--- config.mk ---
export PLATFORM = sky130hd
export DESIGN_NAME = addinc_pipe_flat
export DESIGN_NICKNAME = d
export VERILOG_FILES = /design/src/rtl/addinc_pipe_if.sv /design/src/rtl/addinc_pipe.sv /design/src/flat_wrapper.sv
export SDC_FILE = /design/constraint.sdc
export NUM_CORES = 1
export LEC_CHECK = 0
export ABC_CLOCK_PERIOD_IN_PS = 2500
export CAP_MARGIN = 20
export CORE_MARGIN = 5
export CORE_UTILIZATION = 45
export CTS_BUF_LIST = sky130_fd_sc_hd__clkbuf_4
export CTS_CLUSTER_SIZE = 10
export DETAILED_ROUTE_END_ITERATION = 10
export PLACE_DENSITY = 0.9
export RECOVER_POWER = 50
export SYNTH_ARGS = -nofsm -noshare
export SYNTH_HDL_FRONTEND = slang
export SYNTH_SLANG_ARGS = --single-unit
--- constraint.sdc ---
create_clock -name clk -period 2.5 [get_ports clk]
set_clock_uncertainty 0.15 [all_clocks]
set_input_delay 0.25 -clock clk [delete_from_list [all_inputs] [get_ports clk]]
set_output_delay 0.25 -clock clk [all_outputs]
set_load 0.05 [all_outputs]
--- src/rtl/addinc_pipe_if.sv ---
// Handshake and operand/result bundle for addinc_pipe.
// master drives operands and out_ready; slave is the adder pipeline.
interface addinc_pipe_if #(
    parameter int unsigned WIDTH = 8
) ();
    logic             in_valid;
    logic             in_ready;
    logic [WIDTH-1:0] a;
    logic [WIDTH-1:0] b;
    logic             cin;
    logic             inc;
    logic             out_valid;
    logic             out_ready;
    logic [WIDTH-1:0] sum;
    logic [1:0]       cout;
    logic             sat;

    modport master (
        output in_valid, a, b, cin, inc, out_ready,
        input  in_ready, out_valid, sum, cout, sat
    );

    modport slave (
        input  in_valid, a, b, cin, inc, out_ready,
        output in_ready, out_valid, sum, cout, sat
    );
endinterface

--- src/rtl/addinc_pipe.sv ---
// Two-stage add/add-increment pipeline: sum = a + b + cin + inc, split at WIDTH/2.
// Define ADDINC_SAT_EN to saturate sum to all ones whenever cout is non-zero.
module addinc_pipe #(
    parameter int unsigned WIDTH = 8
) (
    input logic          clk,
    input logic          rst,
    addinc_pipe_if.slave bus
);
    localparam int unsigned HALF = WIDTH / 2;

    logic            s1_valid;
    logic [HALF-1:0] s1_lo;
    logic [1:0]      s1_c;
    logic [HALF-1:0] s1_ah;
    logic [HALF-1:0] s1_bh;

    logic             s2_valid;
    logic [WIDTH-1:0] sum_q;
    logic [1:0]       cout_q;

    logic [HALF+1:0] lo_full;
    logic [HALF+1:0] hi_full;
    logic            s2_load;
    logic            in_fire;

    // Two spare bits: low half plus cin plus inc can carry up to 2.
    always_comb begin
        lo_full = {2'b00, bus.a[HALF-1:0]} + {2'b00, bus.b[HALF-1:0]}
                + {{(HALF + 1){1'b0}}, bus.cin} + {{(HALF + 1){1'b0}}, bus.inc};
        hi_full = {2'b00, s1_ah} + {2'b00, s1_bh} + {{HALF{1'b0}}, s1_c};
    end

    assign s2_load       = !s2_valid || bus.out_ready;
    assign bus.in_ready  = !s1_valid || s2_load;
    assign in_fire       = bus.in_valid && bus.in_ready;
    assign bus.out_valid = s2_valid;
    assign bus.sum       = sum_q;
    assign bus.cout      = cout_q;

`ifdef ADDINC_SAT_EN
    logic sat_q;
    assign bus.sat = sat_q;
`else
    assign bus.sat = 1'b0;
`endif

    always_ff @(posedge clk) begin
        if (rst) begin
            s1_valid <= 1'b0;
            s2_valid <= 1'b0;
            sum_q    <= '0;
            cout_q   <= 2'b00;
`ifdef ADDINC_SAT_EN
            sat_q    <= 1'b0;
`endif
        end else begin
            if (in_fire) begin
                s1_valid <= 1'b1;
                s1_lo    <= lo_full[HALF-1:0];
                s1_c     <= lo_full[HALF+1:HALF];
                s1_ah    <= bus.a[WIDTH-1:HALF];
                s1_bh    <= bus.b[WIDTH-1:HALF];
            end else if (s2_load) begin
                s1_valid <= 1'b0;
            end

            // Result registers only change on a real load, so they hold under backpressure.
            if (s2_load) begin
                s2_valid <= s1_valid;
                if (s1_valid) begin
                    cout_q <= hi_full[HALF+1:HALF];
`ifdef ADDINC_SAT_EN
                    if (hi_full[HALF+1:HALF] != 2'b00) begin
                        sum_q <= '1;
                        sat_q <= 1'b1;
                    end else begin
                        sum_q <= {hi_full[HALF-1:0], s1_lo};
                        sat_q <= 1'b0;
                    end
`else
                    sum_q  <= {hi_full[HALF-1:0], s1_lo};
`endif
                end
            end
        end
    end
endmodule

--- src/flat_wrapper.sv ---
// flat-port wrapper written by rule: the top's interface ports become plain ports
module addinc_pipe_flat 
#(
    parameter int unsigned WIDTH = 8
)
  (clk, rst, bus_in_valid, bus_a, bus_b, bus_cin, bus_inc, bus_out_ready, bus_in_ready, bus_out_valid, bus_sum, bus_cout, bus_sat);
  addinc_pipe_if #(.WIDTH(WIDTH)) bus_i ();
  input logic clk;
  input logic rst;
  input wire logic [$bits(bus_i.in_valid)-1:0] bus_in_valid;
  input wire logic [$bits(bus_i.a)-1:0] bus_a;
  input wire logic [$bits(bus_i.b)-1:0] bus_b;
  input wire logic [$bits(bus_i.cin)-1:0] bus_cin;
  input wire logic [$bits(bus_i.inc)-1:0] bus_inc;
  input wire logic [$bits(bus_i.out_ready)-1:0] bus_out_ready;
  output wire logic [$bits(bus_i.in_ready)-1:0] bus_in_ready;
  output wire logic [$bits(bus_i.out_valid)-1:0] bus_out_valid;
  output wire logic [$bits(bus_i.sum)-1:0] bus_sum;
  output wire logic [$bits(bus_i.cout)-1:0] bus_cout;
  output wire logic [$bits(bus_i.sat)-1:0] bus_sat;
  assign bus_i.in_valid = bus_in_valid;
  assign bus_i.a = bus_a;
  assign bus_i.b = bus_b;
  assign bus_i.cin = bus_cin;
  assign bus_i.inc = bus_inc;
  assign bus_i.out_ready = bus_out_ready;
  assign bus_in_ready = bus_i.in_ready;
  assign bus_out_valid = bus_i.out_valid;
  assign bus_sum = bus_i.sum;
  assign bus_cout = bus_i.cout;
  assign bus_sat = bus_i.sat;
  addinc_pipe #(.WIDTH(WIDTH)) u_core (.clk(clk), .rst(rst), .bus(bus_i));
endmodule
==> impl_table.tex, run 1 <==
\begin{tabular}{lr}
\hline
Metric & Value \\
\hline
\multicolumn{2}{l}{\textbf{Drt}} \\
DR DRC count & 0 \\
Mean routed wirelength per cell & 15.9 microns \\
Vias post-DR & 1021 \\
Detailed Route Iter0 Violations & 27 \\
Aggregate routed wire length & 2.89 mm \\
DRT met1 WL & 1.02 mm \\
Topmost layer with routed signal wires & met4 \\
Post-route antenna net violation count & 0 \\
Drt first pass iters & 5 \\
DR WL met3 & 161 microns \\
Post-DR vias/cell & 5.61 \\
WL met2 & 1.61 mm \\
\multicolumn{2}{l}{\textbf{Critical path}} \\
Critical register-to-register path endpoint & u\_core.bus.cout[0]\$\_SDFFE\_PP0P\_ \\
Critical path arrival & 2.58 ns \\
CP startpoint kind & register \\
Slowest cell on crit path & sky130\_fd\_sc\_hd\_\_fa\_1 \\
Worst Reg2Reg Path Length in Cells & 7 \\
Cell depth of the worst setup path & 7 \\
Maximum fanout encountered on the critical timing path & 2 \\
CP Capture Type & register \\
Number of buffer and inverter stages on the critical path & 1 \\
Max stage delay on crit path & 0.51 ns \\
Worst reg2reg startpoint & u\_core.s1\_bh[0]\$\_DFFE\_PP\_ \\
Worst setup path endpoint & u\_core.bus.cout[0]\$\_SDFFE\_PP0P\_ \\
Worst Setup SP & u\_core.s1\_bh[0]\$\_DFFE\_PP\_ \\
Critical path cell sequence & ha\_2, fa\_1, inv\_1, fa\_2, or2\_4, o31a\_1, o41ai\_2 \\
Internal reg-to-reg setup slack & 0.01 ns \\
Type of the setup path with the least slack & reg2reg \\
Family of cells with the greatest summed delay on the critical path & adder cells \\
Critical path data required time & 2.59 ns \\
\multicolumn{2}{l}{\textbf{Global route}} \\
Number of global-route vias before repair & 1094 \\
Initial antenna violation count & 0 \\
Residual overflow from global routing & 0 \\
First-pass GRT wire length & 4.64 mm \\
Overall Global Routing Usage & 14.4\% \\
Maximum number of pins on one net before global-route repair & 16 \\
\multicolumn{2}{l}{\textbf{Synth}} \\
Post-Syn Nets & 152 \\
Sequential share of the synthesized area & 50.3\% \\
Synth Instances & 115 \\
Top\_reg\_cell synth & sky130\_fd\_sc\_hd\_\_edfxtp\_1 \\
Synthesized area & 0.00131 sq mm \\
Number of warnings reported in the yosys synthesis log & 0 \\
Count of flip-flops with a built-in enable after synthesis & 14 \\
Ys async rst share & 0\% \\
Mean instance size in the synthesized netlist & 11.4 sq um \\
Distinct cell type count of the synthesized netlist & 35 \\
Flip-flop and latch count after synthesis & 26 \\
\multicolumn{2}{l}{\textbf{Placed design}} \\
Weighted congestion at the end of routability-driven global placement & 0.813 \\
Number of port buffers & 33 \\
Post-placement cell area & 0.00169 sq mm \\
Final HPWL from detailed placement & 2.19 mm \\
\multicolumn{2}{l}{\textbf{Clock network}} \\
H-tree levels & 1 \\
Clock latency of the later-clocked register in the worst-skew pair & 0.32 ns \\
Num CTS Buffers & 3 \\
Library cell used as clock root buffer & sky130\_fd\_sc\_hd\_\_clkbuf\_4 \\
Number of buffers inserted for hold repair after clock tree synthesis & 0 \\
Number of sinks driven by the clock tree & 26 \\
Clock-pin slew of the registers on the worst-case setup and hold paths & 0.14 ns \\
Clock tree from TritonCTS & built \\
Maximum buffer depth of the clock tree & 2 \\
\multicolumn{2}{l}{\textbf{Layout}} \\
Share of layout cells above drive strength 1 & 11.3\% \\
Util after Layout & 63.4\% \\
Area growth from synthesis to layout & 34.3\% \\
Post-route design area & 0.00176 sq mm \\
Net count of the finished layout & 189 \\
Number of filler instances in the final layout & 206 \\
Number of antenna diodes & 0 \\
\multicolumn{2}{l}{\textbf{Die}} \\
Standard-cell row count & 19 \\
Initial core utilization & 47.2\% \\
Total Die Area & 0.00410 sq mm \\
Core area & 0.00278 sq mm \\
Number of I/O pins & 35 \\
Die width & 64.0 microns \\
Vertical die dimension & 64.0 microns \\
\multicolumn{2}{l}{\textbf{Power and ir drop}} \\
Max VDD drop & 0.367 mV \\
Leakage dissipation & 0.677 nW \\
Cell area power density & 579 mW/mm\^{}2 \\
Sum of internal, switching and leakage power & 1.02 mW \\
\multicolumn{2}{l}{\textbf{STA}} \\
Final Hold Violating Endpoints & 0 \\
Total Negative Setup Slacks & 0 ns \\
Headroom to the max-slew limit & 53.8\% \\
Final clock period utilization by the worst path & 99.5\% \\
Shortest clock period the worst path allows after layout & 2.49 ns \\
F\_max & 402 MHz \\
Setup repair after global routing missed its margin & yes \\
Number of setup violations in the final report & 0 \\
Final Max Tran Viols & 0 \\
Slew of the pin with the lowest slew margin & 0.687 ns \\
\multicolumn{2}{l}{\textbf{Run}} \\
Count of max-cap constraint violations & 0 \\
\multicolumn{2}{l}{\textbf{Status}} \\
Status & finished clean \\
\multicolumn{2}{l}{\textbf{Hold path}} \\
Tightest Hold Check Type & reg2reg \\
\hline
\end{tabular}
==> power breakdown <==
group	internal (mW)	switching (mW)	total, mW
registers	0.482	0.0122	0.494
clock network	0.162	0.128	0.290
logic	0.104	0.133	0.237
==> through the flow <==
stage	instances	setup WS [ns]	hold slack, ns
global placement	178	0.000120	0.290
finish	182	0.0124	0.324
global route	182	-0.0937	0.352
CTS	182	-0.0620	0.312
detailed placement	178	-0.153	0.302
floorplan	115	0.0144	0.199
==> routing by layer <==
| layer | track usage (%) | vias to the layer above |
|---|---|---|
| li1 | - | 481 |
| met1 | 13.9 | 492 |
| met2 | 27.9 | 38 |
| met3 | 2.80 | 10 |
| met4 | 8.31 | 0 |
| met5 | 0 | - |
==> what timing repair did <==
| item | CTS | global route |
|---|---|---|
| setup endpoints to repair | 2 | 2 |
| pin swaps | 2 | 4 |
| buffers inserted | 0 | 0 |
| gates resized for setup | 5 | 2 |
==> registers in the layout, summed over array words and instances, names as in the netlist <==
name,flops
u_core.s1_valid,1
u_core.bus.out_valid,1
u_core.s1_lo,4
u_core.s1_c,2
u_core.bus.cout,2
u_core.s1_bh,4
u_core.bus.sum,8
u_core.s1_ah,4
==> placed cells by master (no fill, tap or decap), types with 3 or more instances in the layout <==
cell / synthesis / routed
sky130_fd_sc_hd__edfxtp_1: 14 / 14
sky130_fd_sc_hd__inv_1: 4 / 4
sky130_fd_sc_hd__xnor2_1: 3 / 3
sky130_fd_sc_hd__dfxtp_1: 12 / 12
sky130_fd_sc_hd__xor2_1: 4 / 4
sky130_fd_sc_hd__clkbuf_4: 0 / 3
sky130_fd_sc_hd__dlygate4sd3_1: 0 / 9
sky130_fd_sc_hd__clkdlybuf4s50_1: 0 / 24
sky130_fd_sc_hd__a21oi_1: 12 / 10
sky130_fd_sc_hd__buf_4: 1 / 3
sky130_fd_sc_hd__nand3_1: 4 / 4
sky130_fd_sc_hd__ha_1: 11 / 10
sky130_fd_sc_hd__fa_1: 4 / 3
sky130_fd_sc_hd__nand2_1: 12 / 12
sky130_fd_sc_hd__nor2_1: 6 / 6
==> worst min-delay path by stage <==
stage                                                from                              end  slack, ns  cells after the start
after global placement    u_core.bus.cout[1]$_SDFFE_PP0P_  u_core.bus.cout[1]$_SDFFE_PP0P_       0.29                      2
final                     u_core.bus.cout[1]$_SDFFE_PP0P_  u_core.bus.cout[1]$_SDFFE_PP0P_       0.32                      2
after detailed placement  u_core.bus.cout[1]$_SDFFE_PP0P_  u_core.bus.cout[1]$_SDFFE_PP0P_       0.30                      2
after CTS                                        bus_a[7]        u_core.s1_ah[3]$_DFFE_PP_       0.31                      1
after global routing      u_core.bus.cout[1]$_SDFFE_PP0P_  u_core.bus.cout[1]$_SDFFE_PP0P_       0.35                      2
after floorplan                                       rst  u_core.bus.cout[0]$_SDFFE_PP0P_       0.20                      1
==> synthesized netlist by cell type, drive strengths merged, types with 3 or more instances <==
cell type | n | area share (%)
edfxtp | 14 | 32
a21oi | 12 | 4.6
dfxtp | 12 | 18
nand2 | 12 | 3.4
ha | 11 | 10
nor2 | 6 | 1.7
fa | 4 | 6.1
inv | 4 | 1.1
nand3 | 4 | 1.5
xor2 | 4 | 2.7
a21o | 3 | 1.8
xnor2 | 3 | 2.0
==> area by class of cell <==
cell class                 instances  area [sq um]  share of cell area, %
clock inverter                     1          30.0                   1.70
tap                               31          38.8                   2.20
clock buffer                       3          22.5                   1.28
sequential                        26           661                   37.5
inverter                           4          15.0                  0.852
timing repair buffer              36           353                   20.0
multi-input combinational         81           643                   36.5
==> worst reg2reg max path, stage by stage, from the launching register on <==
cell and delay (ns):
sky130_fd_sc_hd__edfxtp_1 0.41, sky130_fd_sc_hd__ha_2 0.21, sky130_fd_sc_hd__fa_1 0.51, sky130_fd_sc_hd__inv_1 0.06
sky130_fd_sc_hd__fa_2 0.35, sky130_fd_sc_hd__or2_4 0.27, sky130_fd_sc_hd__o31a_1 0.25, sky130_fd_sc_hd__o41ai_2 0.19
==> logic make-up (layout without fill, tap and decap cells) <==
family                   Yosys count  after routing  share of synthesized area [%]
XOR/XNOR                           7              7                           4.67
other                              1              1                          0.286
flip-flops                        26             26                           50.3
adder cells (fa/ha/maj)           15             15                           16.6
multiplexers                       1              1                          0.763
buffers and inverters              8             44                           2.57
AO/OA/AOI/OAI                     23             23                           11.2
AND/OR/NAND/NOR                   34             34                           13.5
Power figures use the tool's default switching activity.
==> run 2, diff against run 1 <==
--- a/config.mk
+++ b/config.mk
@@ -5,15 +5,16 @@
 export SDC_FILE = /design/constraint.sdc
 export NUM_CORES = 1
 export LEC_CHECK = 0
-export ABC_CLOCK_PERIOD_IN_PS = 2500
+export ABC_CLOCK_PERIOD_IN_PS = 3000
 export CAP_MARGIN = 20
 export CORE_MARGIN = 5
-export CORE_UTILIZATION = 45
+export CORE_UTILIZATION = 50
 export CTS_BUF_LIST = sky130_fd_sc_hd__clkbuf_4
 export CTS_CLUSTER_SIZE = 10
 export DETAILED_ROUTE_END_ITERATION = 10
-export PLACE_DENSITY = 0.9
+export PLACE_DENSITY = 0.94
 export RECOVER_POWER = 50
+export SLEW_MARGIN = 20
 export SYNTH_ARGS = -nofsm -noshare
 export SYNTH_HDL_FRONTEND = slang
 export SYNTH_SLANG_ARGS = --single-unit
==> constraint.sdc (replaced) <==
create_clock -name clk -period 3 [get_ports clk]
set_clock_uncertainty 0.15 [all_clocks]
set_input_delay 0.3 -clock clk [delete_from_list [all_inputs] [get_ports clk]]
set_output_delay 0.3 -clock clk [all_outputs]
set_load 0.05 [all_outputs]
==> run 2 against run 1 <==
Net effect:
- critical endpoint unchanged
- worst setup slack improved by 0.36 ns
- hold slack worse by 0.010 ns
- sequential power fell by 17%
- global-route usage grew 1.0 points
==> impl_table.tex, run 2 (synthesis gave the netlist of run 1 again) <==
\begin{tabular}{lr}
\hline
Metric & Value \\
\hline
\multicolumn{2}{l}{\textbf{Status}} \\
Status & finished clean \\
\multicolumn{2}{l}{\textbf{Critical path}} \\
Worst Setup SP & u\_core.s1\_bh[0]\$\_DFFE\_PP\_ \\
CP Capture Type & register \\
Maximum fanout encountered on the critical timing path & 2 \\
CP startpoint kind & register \\
Type of the setup path with the least slack & reg2reg \\
Critical path data required time & 3.07 ns \\
Critical path arrival & 2.70 ns \\
Worst reg2reg startpoint & u\_core.s1\_bh[0]\$\_DFFE\_PP\_ \\
\multicolumn{2}{l}{\textbf{Global route}} \\
Maximum number of pins on one net before global-route repair & 15 \\
Overall Global Routing Usage & 15.5\% \\
Number of global-route vias before repair & 1097 \\
Residual overflow from global routing & 0 \\
First-pass GRT wire length & 4.31 mm \\
Initial antenna violation count & 0 \\
\multicolumn{2}{l}{\textbf{Clock network}} \\
Number of sinks driven by the clock tree & 26 \\
Library cell used as clock root buffer & sky130\_fd\_sc\_hd\_\_clkbuf\_4 \\
Clock latency of the later-clocked register in the worst-skew pair & 0.32 ns \\
Clock tree from TritonCTS & built \\
Post-CTS setup buffers & 0 \\
\# resized after CTS & 0 \\
H-tree levels & 1 \\
Number of buffers inserted for hold repair after clock tree synthesis & 0 \\
Maximum buffer depth of the clock tree & 2 \\
Num CTS Buffers & 3 \\
Clock-pin slew of the registers on the worst-case setup and hold paths & 0.14 ns \\
\multicolumn{2}{l}{\textbf{Die}} \\
Core area & 0.00250 sq mm \\
Die width & 61.2 microns \\
Vertical die dimension & 61.2 microns \\
Initial core utilization & 52.5\% \\
Number of I/O pins & 35 \\
Standard-cell row count & 18 \\
Total Die Area & 0.00375 sq mm \\
\multicolumn{2}{l}{\textbf{Drt}} \\
DR DRC count & 0 \\
Vias post-DR & 953 \\
Detailed Route Iter0 Violations & 25 \\
Post-route antenna net violation count & 0 \\
Post-DR vias/cell & 5.35 \\
Drt first pass iters & 6 \\
Mean routed wirelength per cell & 14.0 microns \\
Aggregate routed wire length & 2.50 mm \\
\multicolumn{2}{l}{\textbf{Placed design}} \\
Number of port buffers & 33 \\
Weighted congestion at the end of routability-driven global placement & 0.771 \\
Final HPWL from detailed placement & 2.04 mm \\
\multicolumn{2}{l}{\textbf{STA}} \\
Setup repair after global routing missed its margin & no \\
Total Negative Setup Slacks & 0 ns \\
Slew of the pin with the lowest slew margin & 0.708 ns \\
Final Max Tran Viols & 0 \\
F\_max & 381 MHz \\
Headroom to the max-slew limit & 52.7\% \\
Final clock period utilization by the worst path & 87.5\% \\
Final worst hold slack & 0.314 ns \\
Shortest clock period the worst path allows after layout & 2.63 ns \\
Final Hold Violating Endpoints & 0 \\
Number of setup violations in the final report & 0 \\
\multicolumn{2}{l}{\textbf{Power and ir drop}} \\
Cell area power density & 445 mW/mm\^{}2 \\
Max VDD drop & 0.258 mV \\
Leakage dissipation & 0.674 nW \\
\multicolumn{2}{l}{\textbf{Layout}} \\
Net count of the finished layout & 186 \\
Number of flip-flops in the largest register & 8 \\
Share of layout cells above drive strength 1 & 5.41\% \\
Util after Layout & 67.7\% \\
Most common cell after layout, fill and taps aside & sky130\_fd\_sc\_hd\_\_dlygate4sd3\_1 \\
Area growth from synthesis to layout & 28.9\% \\
Number of antenna diodes & 0 \\
Most frequent cells in the layout & sky130\_fd\_sc\_hd\_\_dlygate4sd3\_1 (18), sky130\_fd\_sc\_hd\_\_clkdlybuf4s50\_1 (15), sky130\_fd\_sc\_hd\_\_edfxtp\_1 (14) \\
\multicolumn{2}{l}{\textbf{Hold path}} \\
Startpoint of the worst hold path & u\_core.bus.sum[1]\$\_SDFFE\_PP0P\_ \\
Tightest Hold Check Type & reg2reg \\
\multicolumn{2}{l}{\textbf{Run}} \\
Count of max-cap constraint violations & 0 \\
\hline
\end{tabular}
## run 2: changes by cell type in the layout (fill, tap and decap cells not counted), sizes merged
cell | before | now
clkdlybuf4s50 | 24 | 15
dlygate4sd3 | 9 | 18
buf | 3 | 0
bufinv | 1 | 0
clkbuf | 3 | 4
## run 2: cell type report
| cell class | count | area, sq um |
|---|---|---|
| Clock buffer | 4 | 30.0 |
| Sequential cell | 26 | 661 |
| Fill cell | 191 | 808 |
| Timing Repair Buffer | 33 | 330 |
| Tap cell | 30 | 37.5 |
| Inverter | 4 | 15.0 |
| Multi-Input combinational cell | 81 | 618 |
## run 2: metrics by stage
step,instances,total power [mW],area (sq um),setup WS (ns)
5_1_grt,178,0.795,1690,0.283
3_3_place_gp,174,0.597,1660,0.470
6_report,178,0.752,1690,0.374
4_1_cts,178,0.761,1690,0.379
3_5_place_dp,174,0.607,1660,0.405
2_1_floorplan,115,0.539,1310,0.514
## run 2: worst paths after layout
kind / end / slack [ns] / cells past startpoint
worst max register to register: u_core.bus.cout[0]$_SDFFE_PP0P_ / 0.37 / 7
worst min-delay path: u_core.bus.sum[1]$_SDFFE_PP0P_ / 0.31 / 2
worst min register to register: u_core.bus.sum[1]$_SDFFE_PP0P_ / 0.31 / 2
worst max-delay path: u_core.bus.cout[0]$_SDFFE_PP0P_ / 0.37 / 7
## run 2: power breakdown
part / total, mW / switching, mW / internal, mW
Sequential: 0.410 / 0.00871 / 0.402
Clock: 0.159 / 0.0976 / 0.0610
Combinational: 0.183 / 0.104 / 0.0788
## run 2: per-layer routing
metal / up-vias / routed length (microns) / track usage [%]
li1: 474 / - / -
met1: 442 / 935 / 15.0
met2: 33 / 1350 / 31.6
met3: 4 / 170 / 1.47
met4: 0 / 37 / 7.74
met5: - / 0 / 0
## run 2: critical path, stage by stage, from the launching register on
cell	delay (ns)
sky130_fd_sc_hd__edfxtp_1	0.39
sky130_fd_sc_hd__ha_1	0.23
sky130_fd_sc_hd__fa_1	0.51
sky130_fd_sc_hd__inv_1	0.06
sky130_fd_sc_hd__fa_1	0.42
sky130_fd_sc_hd__or2_2	0.33
sky130_fd_sc_hd__o31a_1	0.26
sky130_fd_sc_hd__o41ai_2	0.19
